===== src/rtl/ifu_fetch.sv =====
`timescale 1ns/1ps
`default_nettype none
// ============================================================================
// Module      : ifu_fetch
// Description : Instruction fetch unit, producer side of the IF/ID boundary.
//               Owns the PC, issues sequential word requests on a
//               req/gnt/rvalid bus and buffers returned words in a small
//               prefetch FIFO. Presents {inst, inst_addr, valid} downstream,
//               stalls on hold and redirects/flushes on jump.
// Ports       : clk, rst            clock / async active-high reset
//               jump_en_i/addr_i    redirect request and target
//               hold_flag_i         downstream stall (no pop)
//               mem_req_o/addr_o    fetch request and address (= PC)
//               mem_gnt_i           request accepted
//               mem_rvalid_i/rdata  in-order response word
//               inst_o/addr_o       FIFO head (NOP / 0 when empty)
//               inst_valid_o        FIFO non-empty
// Revision    : 1.0 - initial release
// ============================================================================
module ifu_fetch #(
  parameter logic [31:0] RESET_ADDR = 32'h0000_0000,
  parameter int unsigned FIFO_DEPTH = 4
) (
  input  logic        clk,
  input  logic        rst,
  input  logic        jump_en_i,
  input  logic [31:0] jump_addr_i,
  input  logic        hold_flag_i,
  output logic        mem_req_o,
  output logic [31:0] mem_addr_o,
  input  logic        mem_gnt_i,
  input  logic        mem_rvalid_i,
  input  logic [31:0] mem_rdata_i,
  output logic [31:0] inst_o,
  output logic [31:0] inst_addr_o,
  output logic        inst_valid_o
);

  localparam int unsigned    c_PW        = $clog2(FIFO_DEPTH);
  localparam int unsigned    c_CW        = c_PW + 1;
  localparam logic [31:0]    c_NOP       = 32'h0000_0013;
  localparam logic [c_PW-1:0] c_PTR_ONE  = 1;
  localparam logic [c_CW-1:0] c_CNT_ONE  = 1;
  localparam logic [c_CW:0]  c_DEPTH     = FIFO_DEPTH;

  localparam logic [1:0] c_ST_BOOT  = 2'd0;
  localparam logic [1:0] c_ST_RUN   = 2'd1;
  localparam logic [1:0] c_ST_DRAIN = 2'd2;

  logic [1:0]      state_q, state_d;
  logic [31:0]     pc_q, pc_d;
  logic [c_CW-1:0] inflight_q, inflight_d;
  logic [c_CW-1:0] count_q, count_d;
  logic [c_CW-1:0] stale_q, stale_d;
  logic [c_PW-1:0] rd_ptr_q, rd_ptr_d;
  logic [c_PW-1:0] wr_ptr_q, wr_ptr_d;
  logic [c_PW-1:0] tag_wr_q, tag_wr_d;
  logic [c_PW-1:0] tag_rd_q, tag_rd_d;
  logic [31:0]     fifo_inst_q [FIFO_DEPTH];
  logic [31:0]     fifo_inst_d [FIFO_DEPTH];
  logic [31:0]     fifo_addr_q [FIFO_DEPTH];
  logic [31:0]     fifo_addr_d [FIFO_DEPTH];
  // Address of every outstanding request, in issue order; consumed one per
  // response so stale responses after a redirect keep the ring aligned.
  logic [31:0]     tag_q [FIFO_DEPTH];
  logic [31:0]     tag_d [FIFO_DEPTH];

  logic w_issue;
  logic w_rv;
  logic w_push;
  logic w_pop;

  // Credit check on registered counts only: every outstanding request has a
  // guaranteed FIFO slot, so the FIFO can never overflow.
  assign mem_req_o    = (state_q == c_ST_RUN) &&
                        (({1'b0, inflight_q} + {1'b0, count_q}) < c_DEPTH);
  assign mem_addr_o   = pc_q;
  assign inst_valid_o = (count_q != '0);
  assign inst_o       = inst_valid_o ? fifo_inst_q[rd_ptr_q] : c_NOP;
  assign inst_addr_o  = inst_valid_o ? fifo_addr_q[rd_ptr_q] : 32'h0;

  assign w_issue = mem_req_o && mem_gnt_i;
  // A response with nothing outstanding is a bus error and is ignored.
  assign w_rv    = mem_rvalid_i && (inflight_q != '0);
  assign w_push  = w_rv && (stale_q == '0) && !jump_en_i;
  assign w_pop   = inst_valid_o && !hold_flag_i && !jump_en_i;

  always_comb begin
    state_d     = state_q;
    pc_d        = pc_q;
    inflight_d  = inflight_q;
    count_d     = count_q;
    stale_d     = stale_q;
    rd_ptr_d    = rd_ptr_q;
    wr_ptr_d    = wr_ptr_q;
    tag_wr_d    = tag_wr_q;
    tag_rd_d    = tag_rd_q;
    fifo_inst_d = fifo_inst_q;
    fifo_addr_d = fifo_addr_q;
    tag_d       = tag_q;

    // Bus bookkeeping runs regardless of jump: an accepted request or a
    // returned word is real traffic even when it is about to be discarded.
    if (w_issue) begin
      tag_d[tag_wr_q] = pc_q;
      tag_wr_d        = tag_wr_q + c_PTR_ONE;
      inflight_d      = inflight_d + c_CNT_ONE;
    end
    if (w_rv) begin
      tag_rd_d   = tag_rd_q + c_PTR_ONE;
      inflight_d = inflight_d - c_CNT_ONE;
    end

    if (jump_en_i) begin
      // Everything still on the bus after this edge belongs to the old path.
      pc_d     = jump_addr_i;
      stale_d  = inflight_d;
      count_d  = '0;
      rd_ptr_d = '0;
      wr_ptr_d = '0;
      state_d  = (inflight_d != '0) ? c_ST_DRAIN : c_ST_RUN;
    end else begin
      case (state_q)
        c_ST_BOOT: state_d = c_ST_RUN;
        c_ST_RUN: begin
          if (w_issue) begin
            pc_d = pc_q + 32'd4;
          end
        end
        c_ST_DRAIN: begin
          if (w_rv) begin
            stale_d = stale_q - c_CNT_ONE;
            if (stale_q == c_CNT_ONE) begin
              state_d = c_ST_RUN;
            end
          end
        end
        default: state_d = c_ST_BOOT;
      endcase

      if (w_push) begin
        fifo_inst_d[wr_ptr_q] = mem_rdata_i;
        fifo_addr_d[wr_ptr_q] = tag_q[tag_rd_q];
        wr_ptr_d              = wr_ptr_q + c_PTR_ONE;
      end
      if (w_pop) begin
        rd_ptr_d = rd_ptr_q + c_PTR_ONE;
      end
      if (w_push && !w_pop) begin
        count_d = count_q + c_CNT_ONE;
      end else if (w_pop && !w_push) begin
        count_d = count_q - c_CNT_ONE;
      end
    end
  end

  always_ff @(posedge clk or posedge rst) begin
    if (rst) begin
      state_q    <= c_ST_BOOT;
      pc_q       <= RESET_ADDR;
      inflight_q <= '0;
      count_q    <= '0;
      stale_q    <= '0;
      rd_ptr_q   <= '0;
      wr_ptr_q   <= '0;
      tag_wr_q   <= '0;
      tag_rd_q   <= '0;
      for (int i = 0; i < int'(FIFO_DEPTH); i++) begin
        fifo_inst_q[i] <= '0;
        fifo_addr_q[i] <= '0;
        tag_q[i]       <= '0;
      end
    end else begin
      state_q     <= state_d;
      pc_q        <= pc_d;
      inflight_q  <= inflight_d;
      count_q     <= count_d;
      stale_q     <= stale_d;
      rd_ptr_q    <= rd_ptr_d;
      wr_ptr_q    <= wr_ptr_d;
      tag_wr_q    <= tag_wr_d;
      tag_rd_q    <= tag_rd_d;
      fifo_inst_q <= fifo_inst_d;
      fifo_addr_q <= fifo_addr_d;
      tag_q       <= tag_d;
    end
  end

endmodule
`default_nettype wire


===== config.mk =====
export PLATFORM = sky130hd
export DESIGN_NAME = ifu_fetch
export DESIGN_NICKNAME = d
export VERILOG_FILES = /design/src/rtl/ifu_fetch.sv
export SDC_FILE = /design/constraint.sdc
export NUM_CORES = 1
export LEC_CHECK = 0
export ABC_AREA = 1
export ABC_CLOCK_PERIOD_IN_PS = 46200
export CAP_MARGIN = 20
export CORE_MARGIN = 5
export CORE_UTILIZATION = 44
export DETAILED_ROUTE_END_ITERATION = 6
export GPL_TIMING_DRIVEN = 0
export PLACE_DENSITY_LB_ADDON = 0.15
export RECOVER_POWER = 50
export SYNTH_ARGS = -nofsm -noshare
export SYNTH_HDL_FRONTEND = slang
export SYNTH_SLANG_ARGS = --single-unit

===== constraint.sdc =====
create_clock -name clk -period 46.2 [get_ports clk]
set_input_delay 13.86 -clock clk [delete_from_list [all_inputs] [get_ports clk]]
set_output_delay 13.86 -clock clk [all_outputs]
set_load 0.01 [all_outputs]

==> metrics <==
minimum clock period=22.95 ns; Pre-antenna DRT Iters=7; Area growth syn-to-layout=19.56%; Die W=between 200 and 250 um; Die Area=between 50000 and 60000 um2; drt total wl=slightly above 60 mm; Buffers on Ports=about 170; synthesized area=20660 um2; kind of cell adding the most delay to the critical path=buffers and inverters; Worst Path Arrival=22.02 ns; Max VDD drop=about 0.031 mV; initial antenna violation count=0; status=complete, but fails checks; Top-Level Pins=roughly 170; routability cong.=0.8613; Max-Cap Viols=4; slowest cell on the critical path=clkbuf_1; static leakage=11.25 nW; share of layout cells above drive strength 1=0.06938; Final Non-Filler Cells=between 3000 and 4000; CP cell instances=dlygate4sd3_1 > clkinvlp_2 > clkbuf_1; critical path class=in -> async; failing checks=DRC, capacitance limit, slew limit; syn_nets=around 2500; max_slew headroom=-3.405; mean area per synthesized cell=~8.5 um2; grt ovf=0; Synth cell types=52; first-pass GRT wire length=97.99 mm; critical path capture point type=asynchronous set/reset pin; row count=slightly below 80; CTS tree=done; area post-placement=around 23000 um2; Remaining DRCs=7; routed len/inst=18.72 um; Hold Slack=between 0.4 and 0.5 ns; asr flop ratio synth=1.000; fmax=between 0.04 and 0.05 GHz; final worst path period share=0.4968; Core Area=around 46000 um2; detailed placer's ending HPWL=around 43 mm; Initial Utilization=0.4447; Layout Skew=roughly 0.027 ns; crit-path max cell delay=about 4.8 ns; total number of vias=~18000; CTS Buf Count=slightly below 50; vias in the first global route=about 18000; H-tree levels=2; Reg clk slew, reported paths=about 0.060 ns; Fin. Hold Viols=0; Skew-Pair Late Insertion Delay=slightly above 0.6 ns; predominant post-synthesis flop cell=dfrtp_1; Final Power=1.519 mW; post-route ant nets=0; total track usage=0.2386; RSZ-0062 raised after global routing=false; Pwr Density=just over 60 nW/um2; Die H=about 230 um; CP bufs+invs=3; postcts setup bufs=0; DP Cell Count=between 3000 and 4000; setup TNS=0 ns; initial drt markers=roughly 1500; sequential element share of the synthesized area=0.5269; Max Slew Vio Count=about 440; EDFF count, synth=0; nets=between 2000 and 3000; # clock sinks=around 440; n_diodes=0; clock buffer depth=3; root buffer cell=clkbuf_16; Syn Inst Count=about 2400; post-synthesis register bit count=435; CP Max Fanout=approximately 130; Worst Setup Start Kind=primary input; post-layout instance area=about 25000 um2; Hold Path Class=reg -> reg; post_cts resized=0; Ys Warns=0; vias per cell=around 5.4; worst-margin pin slew=between 6 and 7 ns; critical path required time=45.27 ns; largest net degree at the start of global routing=between 100 and 150; final count of negative-setup-slack endpoints=0; hold buffers post-CTS=0
==> worst register-to-register path: cells and delay by family (launching register included) <==
family        cells  cell delay [ns]
fa+ha+maj         1             0.29
buf+inv           2             0.78
flops             1             0.43
mux               1             0.39
simple gates      4             1.18
==> placed cells by master, fill, tap and decap left out, drive strengths merged, types with 2 or more instances in the layout <==
master and instances:
nand2 628, clkdlybuf4s50 164, dfrtp 435, nor2 228
nand4 10, xnor2 3, clkinv 12, o311ai 4
o22ai 33, o21a 93, buf 67, o21bai 2
xor2 24, nor3 16, o221ai 5, inv 172
a31oi 2, nand3 37, mux2 36, dlygate4sd3 3
and3 2, ha 17, o211ai 38, o21ai 373
clkbuf 162, a21oi 100, bufinv 6
==> registers in the layout, summed over array words and instances (netlist names) <==
register / flops
tag_q: 128
tag_wr_q: 2
inflight_q: 3
fifo_addr_q: 128
rd_ptr_q: 2
wr_ptr_q: 2
state_q: 2
count_q: 3
mem_addr_o: 32
stale_q: 3
fifo_inst_q: 128
tag_rd_q: 2
==> cell type report <==
| class | count | area (um2) |
|---|---|---|
| inverters | 173 | 653.1 |
| flip-flops and latches | 435 | 10890 |
| multi-input cells | 1659 | 8264 |
| well taps | 607 | 759.5 |
| fillers | 4399 | 21760 |
| clock inverters | 18 | 266.5 |
| plain buffers | 153 | 690.7 |
| repair buffers | 170 | 1683 |
| clock buffers | 73 | 1498 |
==> logic make-up (layout without fill, tap and decap cells) <==
kind of cell	count (synthesis)	after routing	synth area share
flops	435	435	0.5269
simple gates	926	926	0.1845
xor+xnor	27	27	0.01145
mux	36	36	0.01962
buf+inv	326	587	0.06795
fa+ha+maj	18	18	0.01126
compound gates	652	652	0.1783
==> power by group <==
group | total (mW) | leakage (nW) | internal (mW) | switching, mW
registers | 0.555 | 5.43 | 0.493 | 0.0618
logic | 0.544 | 4.94 | 0.214 | 0.330
clock network | 0.421 | 0.880 | 0.258 | 0.163
total | 1.52 | 11.3 | 0.964 | 0.555
==> stage by stage <==
step,setup WS (ns),utilization
floorplan,20.22,-
global placement,14.87,0.4970
detailed placement,29.66,0.4990
CTS,29.00,0.5370
global route,21.08,0.5317
finish,23.25,0.5317
==> routing by layer <==
layer | global-route usage | part of all wire | up-vias
met1 | 0.3199 | 0.43 | 8670
met3 | 0.03353 | 0.054 | 116
met4 | 0.07588 | 0.027 | 0
li1 | - | - | 8352
met2 | 0.4031 | 0.49 | 535
met5 | 0 | 0 | -
==> synth_stat cells, types with 2 or more instances <==
| library cell | number | area share |
|---|---|---|
| buf_1 | 15 | 0.0027 |
| a21oi_1 | 100 | 0.024 |
| nor3_1 | 10 | 0.0024 |
| o21ai_0 | 369 | 0.089 |
| buf_6 | 8 | 0.0044 |
| nor3_2 | 4 | 0.0019 |
| xor2_1 | 24 | 0.010 |
| inv_2 | 7 | 0.0013 |
| nor2_8 | 5 | 0.0048 |
| and3_1 | 2 | 0.00061 |
| mux2_1 | 16 | 0.0087 |
| nand2_1 | 615 | 0.11 |
| o221ai_1 | 5 | 0.0021 |
| o21bai_1 | 2 | 0.00073 |
| xnor2_1 | 3 | 0.0013 |
| a31oi_1 | 2 | 0.00061 |
| nand2_2 | 11 | 0.0033 |
| buf_2 | 39 | 0.0094 |
| nand4_1 | 9 | 0.0027 |
| o22ai_1 | 33 | 0.010 |
| dfrtp_1 | 435 | 0.53 |
| nand3_1 | 35 | 0.0085 |
| o211ai_1 | 38 | 0.014 |
| o21a_1 | 93 | 0.034 |
| mux2_2 | 20 | 0.011 |
| clkbuf_1 | 72 | 0.013 |
| nor2_4 | 2 | 0.0011 |
| nor2_1 | 220 | 0.040 |
| inv_1 | 164 | 0.030 |
| nor3_4 | 2 | 0.0016 |
| o311ai_0 | 4 | 0.0017 |
| buf_4 | 18 | 0.0065 |
| ha_1 | 17 | 0.010 |
| o21ai_1 | 3 | 0.00073 |
==> path summary, 6_finish.rpt <==
check	slack, ns	cells past startpoint	endpoint	from
max	23.25	3	fifo_inst_q[72]	rst
min	0.47	2	fifo_addr_q[113]	fifo_addr_q[113]
max reg2reg	43.00	8	tag_q[1]	count_q[2]
min reg2reg	0.47	2	fifo_addr_q[113]	fifo_addr_q[113]
max in group clk	29.05	6	inst_addr_o[11]	rd_ptr_q[1]
min in group asynchronous	15.20	2	mem_addr_o[0]	rst
No activity file was read; power rests on OpenSTA's default activity.
